**src/rtl/mc_datapath.sv**
```systemverilog
// Multicycle MIPS datapath: PC, IR, MDR, A/B, ALUOUT, register file, ALU and
// operand / next-PC muxes. All sequencing comes from an external controller.
module mc_datapath #(
    parameter logic [31:0] RESET_PC = 32'h0000_0000,
    parameter int unsigned NREGS    = 32
) (
    input  logic        clk,
    input  logic        reset,
    input  logic        pcen,
    input  logic        irwrite,
    input  logic        regwrite,
    input  logic        alusrca,
    input  logic        iord,
    input  logic        memtoreg,
    input  logic        regdst,
    input  logic [1:0]  alusrcb,
    input  logic [1:0]  pcsrc,
    input  logic [2:0]  alucont,
    input  logic [31:0] readdata,
    output logic [5:0]  op,
    output logic [5:0]  funct,
    output logic        zero,
    output logic [31:0] adr,
    output logic [31:0] writedata
);

    localparam int unsigned XLEN  = 32;
    localparam int unsigned AW    = 5;
    localparam int unsigned NADDR = 2 ** AW;

    logic [XLEN-1:0] pc, ir, mdr, a, b, aluout;
    logic [NADDR-1:0][XLEN-1:0] rf;
    logic [AW-1:0]   ra1, ra2, wa;
    logic [XLEN-1:0] rd1, rd2, wd;
    logic [XLEN-1:0] signimm, srca, srcb, aluresult, pcnext;

    assign ra1 = ir[25:21];
    assign ra2 = ir[20:16];
    assign wa  = regdst ? ir[15:11] : ir[20:16];
    assign wd  = memtoreg ? mdr : aluout;

    // Entry 0 and any index beyond NREGS are hardwired to zero
    for (genvar i = 0; i < int'(NADDR); i++) begin : g_rf
        if (i == 0 || i >= int'(NREGS)) begin : g_zero
            assign rf[i] = '0;
        end else begin : g_reg
            logic [XLEN-1:0] q;
            always_ff @(posedge clk or posedge reset) begin
                if (reset) begin
                    q <= '0;
                end else if (regwrite && wa == AW'(i)) begin
                    q <= wd;
                end
            end
            assign rf[i] = q;
        end
    end

    // Reads see the pre-edge contents; no write bypass
    assign rd1 = rf[ra1];
    assign rd2 = rf[ra2];

    assign signimm = {{16{ir[15]}}, ir[15:0]};
    assign srca    = alusrca ? a : pc;

    always_comb begin
        srcb = b;
        case (alusrcb)
            2'b00:   srcb = b;
            2'b01:   srcb = XLEN'(4);
            2'b10:   srcb = signimm;
            default: srcb = {signimm[XLEN-3:0], 2'b00};
        endcase
    end

    always_comb begin
        aluresult = '0;
        case (alucont)
            3'b010:  aluresult = srca + srcb;
            3'b110:  aluresult = srca - srcb;
            3'b000:  aluresult = srca & srcb;
            3'b001:  aluresult = srca | srcb;
            3'b111:  aluresult = {{(XLEN-1){1'b0}}, $signed(srca) < $signed(srcb)};
            default: aluresult = '0;
        endcase
    end

    always_comb begin
        pcnext = pc;
        case (pcsrc)
            2'b00:   pcnext = aluresult;
            2'b01:   pcnext = aluout;
            2'b10:   pcnext = {pc[31:28], ir[25:0], 2'b00};
            default: pcnext = pc;
        endcase
    end

    always_ff @(posedge clk or posedge reset) begin
        if (reset) begin
            pc     <= RESET_PC;
            ir     <= '0;
            mdr    <= '0;
            a      <= '0;
            b      <= '0;
            aluout <= '0;
        end else begin
            if (pcen) begin
                pc <= pcnext;
            end
            if (irwrite) begin
                ir <= readdata;
            end
            mdr    <= readdata;
            a      <= rd1;
            b      <= rd2;
            aluout <= aluresult;
        end
    end

    assign op        = ir[31:26];
    assign funct     = ir[5:0];
    assign zero      = (aluresult == '0);
    assign adr       = iord ? aluout : pc;
    assign writedata = b;

endmodule
```
**config.mk**
```make
export PLATFORM = sky130hd
export DESIGN_NAME = mc_datapath
export DESIGN_NICKNAME = d
export VERILOG_FILES = /design/src/rtl/mc_datapath.sv
export SDC_FILE = /design/constraint.sdc
export NUM_CORES = 2
export LEC_CHECK = 0
export CAP_MARGIN = 25
export CORE_MARGIN = 3
export CORE_UTILIZATION = 45
export CTS_BUF_LIST = sky130_fd_sc_hd__clkbuf_4
export CTS_CLUSTER_SIZE = 16
export DETAILED_ROUTE_END_ITERATION = 16
export PLACE_DENSITY_LB_ADDON = 0.05
export REMOVE_ABC_BUFFERS = 1
export SLEW_MARGIN = 0
export SYNTH_ARGS = -nofsm -noshare
export SYNTH_HDL_FRONTEND = slang
export SYNTH_SLANG_ARGS = --single-unit
```
**constraint.sdc**
```tcl
create_clock -name clk -period 49.9 [get_ports clk]
set_clock_uncertainty 0.1 [all_clocks]
set_input_delay 9.98 -clock clk [delete_from_list [all_inputs] [get_ports clk]]
set_output_delay 9.98 -clock clk [all_outputs]
set_load 0.005 [all_outputs]
```
Word-level counts from Yosys, hierarchy flattened --
Index checks and enable logic that the tools add are counted.
Operators by class: $add $sub $neg 2, order comparisons 3, equal/unequal tests 39, muxes and demuxes 11, bitwise logic cells 3, reduce and logical (&&, ||, !) cells 39
Operator list (number):
- binary-select mux 32 bit (select 5 bit) | 2
- one-hot mux 32 bit (3 select lines) | 2
- two-way mux 32 bit | 5
- one-hot mux 32 bit (5 select lines) | 1
- equality test 5 bit (second input constant) | 16
- equality test 5 x 4 -> 1 bit (second input constant) | 8
- adder 32 bit | 1
- AND 32 bit | 1
- logical NOT 32 bit | 1
- < comparator 32 bit | 1
- OR 32 bit | 1
- subtractor 32 bit | 1
- logical AND 1 bit | 31
- equality test 5 x 3 -> 1 bit (second input constant) | 4
- < comparator 5 x 6 -> 1 bit (second input constant) | 2
- equality test 5 x 2 -> 1 bit (second input constant) | 2
- equality test 3 bit (second input constant) | 2
- equality test 5 x 1 -> 1 bit (second input constant) | 1
- two-way mux 5 bit | 1
- equality test 2 x 1 -> 1 bit (second input constant) | 2
- equality test 2 bit (second input constant) | 2
- logical NOT 2 bit | 2
- equality test 3 x 1 -> 1 bit (second input constant) | 1
- equality test 3 x 2 -> 1 bit (second input constant) | 1
- other kinds (6) | 6
Storage, ports and cells: register bits after elaboration 1184, bits of input ports 48, output and inout port bits 77, logic and storage cells 135

Logic depth before layout (Yosys ltp) --
depth after elaboration 5, depth in mapped cells 18, gate-level depth less buffers 16

Least setup slack after synthesis --
OpenSTA, ideal clock, no wires.
kind input port to output port, from input port alusrcb[1], to output port zero, data arrival time 13.678 ns, data required time 39.820 ns, setup slack 26.142 ns, stages 18, buffers on the path 4, cell sequence clkbuf_1 -> buf_1 -> clkbuf_1 -> nand3_1 -> o21ai_0 -> ha_1 -> buf_4 -> inv_2 -> a21oi_1 -> o211ai_1 -> or4_1 -> and3_1 -> a211oi_1 -> mux2i_1 -> nand3_1 -> a2111oi_0 -> nand4_1 -> nor4_2
On the way: word-level cells in the longest chain between the ends 5, elaborated cells between the ends (all ways) 11, classes of those cells 2 x add/sub; 1 x order compare; 2 x eq/ne; 2 x mux; 2 x bitwise; 2 x reduce/logical
RTL lines:
- from (decl) | RTL line 16 | input logic [1:0] alusrcb,
- equality test 2 bit (tied with other cells) | RTL line 68 | case (alusrcb)
- one-hot mux 32 bit (3 select lines) (*) | RTL line 68
- subtractor 32 bit (tied with other cells) | RTL line 80 | 3'b110: aluresult = srca - srcb;
- one-hot mux 32 bit (5 select lines) (*) | RTL line 78 | case (alucont)
- named net aluresult[30] | RTL line 35 | logic [XLEN-1:0] signimm, srca, srcb, aluresult, pcnext;
- logical NOT 32 bit (*) | RTL line 122 | assign zero = (aluresult == '0);
- to (decl) | RTL line 22 | output logic zero,
The timed path passes the listed nets; every way through them passes the cells marked *.

Worst setup path in the final report --
Ends and elaborated chain as after synthesis.

==> results.json <==
{
  "htreeDepth": 5,
  "clk_path_buf_depth": 4,
  "maxCapViolCount": 0,
  "cts_tree": "done",
  "cts_resized": 0,
  "drc": 0,
  "worstSetupStartpointType": "input pin",
  "ys_warn_count": 0,
  "fin_tns_setup_ns": 0,
  "grt_overflow_total": 0,
  "hpwl_microns": 134000,
  "synth_top_family_by_area": "multiplexers",
  "arrival_ns": 15.83,
  "finalMaxSlewViolations": 0,
  "cts_hold_buf": 0,
  "ant_nets": 0,
  "grt_max_degree": 176,
  "syn_area_per_cell_sq_um": 11.3,
  "synth-edff-count": 0,
  "stdcell_area_sq_um": 70400,
  "post_cts_buffers": 0,
  "worst-setup-path-type": "input pin to output port",
  "die_x_microns": 381,
  "power_frac_seq_pct": 42.2,
  "cts.sinks": 1184,
  "clk_pin_slew_ns": 0.05,
  "drtIter0Drc": 4269,
  "placed_cell_area_sq_um": 66200,
  "vias": 47200,
  "grt.total_usage_pct": 30.7,
  "clock_power_share_pct": 21.5,
  "drive_gt1_share_pct": 26.6,
  "critPathCaptureType": "output port",
  "cts-root-buf": "clkbuf_4",
  "rsz0062_at_grt": "false",
  "place_congestion": 0.926,
  "io_pins": 125,
  "p_leak_nw": 29.4,
  "placementRows": 136,
  "die_h_microns": 381,
  "final_cells": 7778,
  "r2r_setup_slack_ns": 44.91,
  "coreArea_sq_um": 139000,
  "yosysUniqueCellTypes": 87,
  "comb_power_share_pct": 36.3,
  "synthAdderAreaFrac_pct": 2.04,
  "dpl.cell_count": 7187,
  "synth-simple-area-share_pct": 8.43,
  "ys_seq_area_share_pct": 46.9,
  "period_share_pct": 51.9,
  "synthArstFlopShare_pct": 100,
  "synth-compound-area-share_pct": 13.1,
  "area.growth.synth_to_final_pct": 11.4,
  "cp_max_fo": 33,
  "power.switching_mw": 1.47,
  "grt_pass1_vias": 47600,
  "ys.flop_type": "dfrtp_1",
  "vdd_drop_max_v": 0.0000252,
  "worstPathRequired_ns": 39.82,
  "netlist_area_sq_um": 63200,
  "relSlewSlack_pct": 24.9,
  "vias_per_cell": 6.07,
  "port_buffers": 124,
  "wl_microns": 222000,
  "hold_viol": 0,
  "numCtsBuffers": 345,
  "worst_hold_path_type": "register to register",
  "grt_pass1_wl_microns": 328000,
  "die-area_sq_um": 145000,
  "swShare_pct": 35.4,
  "status": "finished clean",
  "fmax_mhz": 38.6,
  "setup_viol": 0,
  "intPower_mw": 2.69,
  "antenna_found_initial": 9,
  "post-route-min-period_ns": 25.91,
  "finalPower_mw": 4.16,
  "tightest_slew_ns": 1.13,
  "nNetsFinal": 5823,
  "dr.pass1.iters": 5,
  "clk_latency_ns": 1.27,
  "wl_per_cell_microns": 28.5,
  "synth.area.mux_share_pct": 25.2,
  "synthCells": 5604,
  "synth-xor-area-share_pct": 0.263,
  "start_util_pct": 45.6,
  "synth_seq_cells": 1184,
  "power_density_nw_per_um2": 59.1,
  "hold_ws_ns": 0.399
}
==> power groups by stage <==
stage | Clock (mW) | Sequential [mW] | Combinational (mW)
after detailed placement | 0 | 1.77 | 1.51
final | 0.894 | 1.75 | 1.51
after CTS | 0.919 | 1.75 | 1.51
after floorplan | 0 | 1.67 | 1.18
after global placement | 0 | 1.75 | 1.48
after global routing | 0.973 | 1.81 | 1.66
==> cell usage in the layout (no fill, tap or decap), types with 11 or more instances in the layout <==
master / netlist / routed
inv_1: 119 / 118
mux4_2: 576 / 576
xnor2_1: 19 / 19
a211oi_1: 19 / 19
nand3_1: 29 / 29
inv_2: 5 / 11
buf_4: 17 / 132
o31ai_1: 16 / 16
nor2_4: 0 / 31
nor3_1: 25 / 25
ha_1: 100 / 100
clkdlybuf4s50_1: 0 / 117
a22o_1: 65 / 65
o21a_1: 17 / 17
clkinv_1: 2 / 68
nand2_1: 121 / 121
diode_2: 0 / 11
o211ai_1: 20 / 20
nor2_1: 1078 / 1046
o21ai_0: 101 / 101
dfrtp_1: 1184 / 1174
mux2i_1: 51 / 18
clkbuf_4: 0 / 499
a21o_1: 33 / 33
mux2i_2: 0 / 33
mux2_2: 220 / 220
a21oi_1: 1047 / 1047
a221oi_1: 23 / 23
==> per-layer routing <==
metal / up-vias / global-route usage [%] / wire length [microns]
li1: 20700 / - / -
met1: 24400 / 43.6 / 96600
met2: 1667 / 47.2 / 102000
met3: 414 / 5.48 / 14700
met4: 0 / 11.6 / 8300
met5: - / 0 / 0
==> synthesized netlist by cell type, types with 6 or more instances <==
cell / n / area (sq um)
xnor2_1: 19 / 166
mux4_2: 576 / 13000
o211ai_1: 20 / 150
a211oi_1: 19 / 143
nand4_1: 8 / 50.1
and2_1: 8 / 50.1
a31oi_1: 12 / 75.1
a221oi_1: 23 / 201
ha_1: 100 / 1250
a21oi_1: 1047 / 5240
buf_2: 11 / 55.1
nand2b_1: 11 / 68.8
nor2_1: 1078 / 4050
dfrtp_1: 1184 / 29600
a221o_1: 8 / 80.1
a21o_1: 33 / 248
clkbuf_1: 441 / 1660
o21ai_1: 6 / 30.0
a22oi_1: 6 / 45.0
o21a_1: 17 / 128
nor4_1: 9 / 56.3
inv_1: 119 / 447
o31ai_1: 16 / 120
mux2i_1: 51 / 510
nor2b_1: 13 / 81.3
buf_4: 17 / 128
o21bai_1: 7 / 52.6
nand2_1: 121 / 454
a22o_1: 65 / 569
nor3_1: 25 / 125
mux2_2: 220 / 2480
o22ai_1: 10 / 62.6
buf_1: 73 / 274
o21ai_0: 101 / 505
nand3_1: 29 / 145
==> stage by stage <==
| stage | setup slack (ns) | utilization [%] |
|---|---|---|
| after floorplan | 6.47 | - |
| after global placement | 23.79 | 47.8 |
| after detailed placement | 23.85 | 47.8 |
| after CTS | 23.81 | 50.8 |
| after global routing | 23.59 | 50.8 |
| final | 23.99 | 50.8 |
==> cell type report <==
cell class / count / area, sq um
timing repair buffer: 265 / 2400
inverter: 126 / 480
antenna: 11 / 27.5
clock buffer: 499 / 3750
multi-input combinational: 3751 / 31400
clock inverter: 79 / 355
fill: 12700 / 68100
sequential: 1184 / 29700
tap: 1863 / 2330
==> cells by family after synthesis <==
family | Yosys count
AO/OA/AOI/OAI | 1448
AND/OR/NAND/NOR | 1335
flip-flops | 1184
multiplexers | 847
buffers and inverters | 669
adder cells (fa/ha/maj) | 102
XOR/XNOR | 19
==> worst max-delay path, cell delays in order <==
cell and delay, ns:
buf_2 0.08, buf_4 0.44, and2_1 0.82, a21oi_1 0.06, o21ai_0 0.27, ha_1 0.35, nand2_1 0.15, nor3_2 0.35
o2111ai_2 0.26, a21o_1 0.29, a2111oi_2 0.36, nor3_1 0.10, a32oi_1 0.20, nand3_1 0.17, a2111oi_0 0.58, nand4_1 0.26
nor4_2 0.46, clkdlybuf4s50_1 0.61
==> final timing paths <==
check                                                 from                               end  cells past startpoint
setup / recovery                                alusrcb[1]                              zero                     18
hold / removal             g_rf[31].g_reg.q[6]$_DFFE_PP0P_   g_rf[31].g_reg.q[6]$_DFFE_PP0P_                      2
setup reg to reg                        ir[16]$_DFFE_PP0P_           writedata[23]$_DFF_PP0_                      6
hold reg to reg            g_rf[31].g_reg.q[6]$_DFFE_PP0P_   g_rf[31].g_reg.q[6]$_DFFE_PP0P_                      2
max in group asynchronous                            reset   g_rf[31].g_reg.q[6]$_DFFE_PP0P_                      6
min in group asynchronous                            reset  g_rf[24].g_reg.q[18]$_DFFE_PP0P_                      2
==> sequential cells by signal, indices dropped and copies added, names as in the netlist <==
register and count:
a 32, pc 32, ir 32, g_rf.g_reg.q 992, writedata 32, mdr 32, aluout 32
No activity file was read; power rests on OpenSTA's default activity.
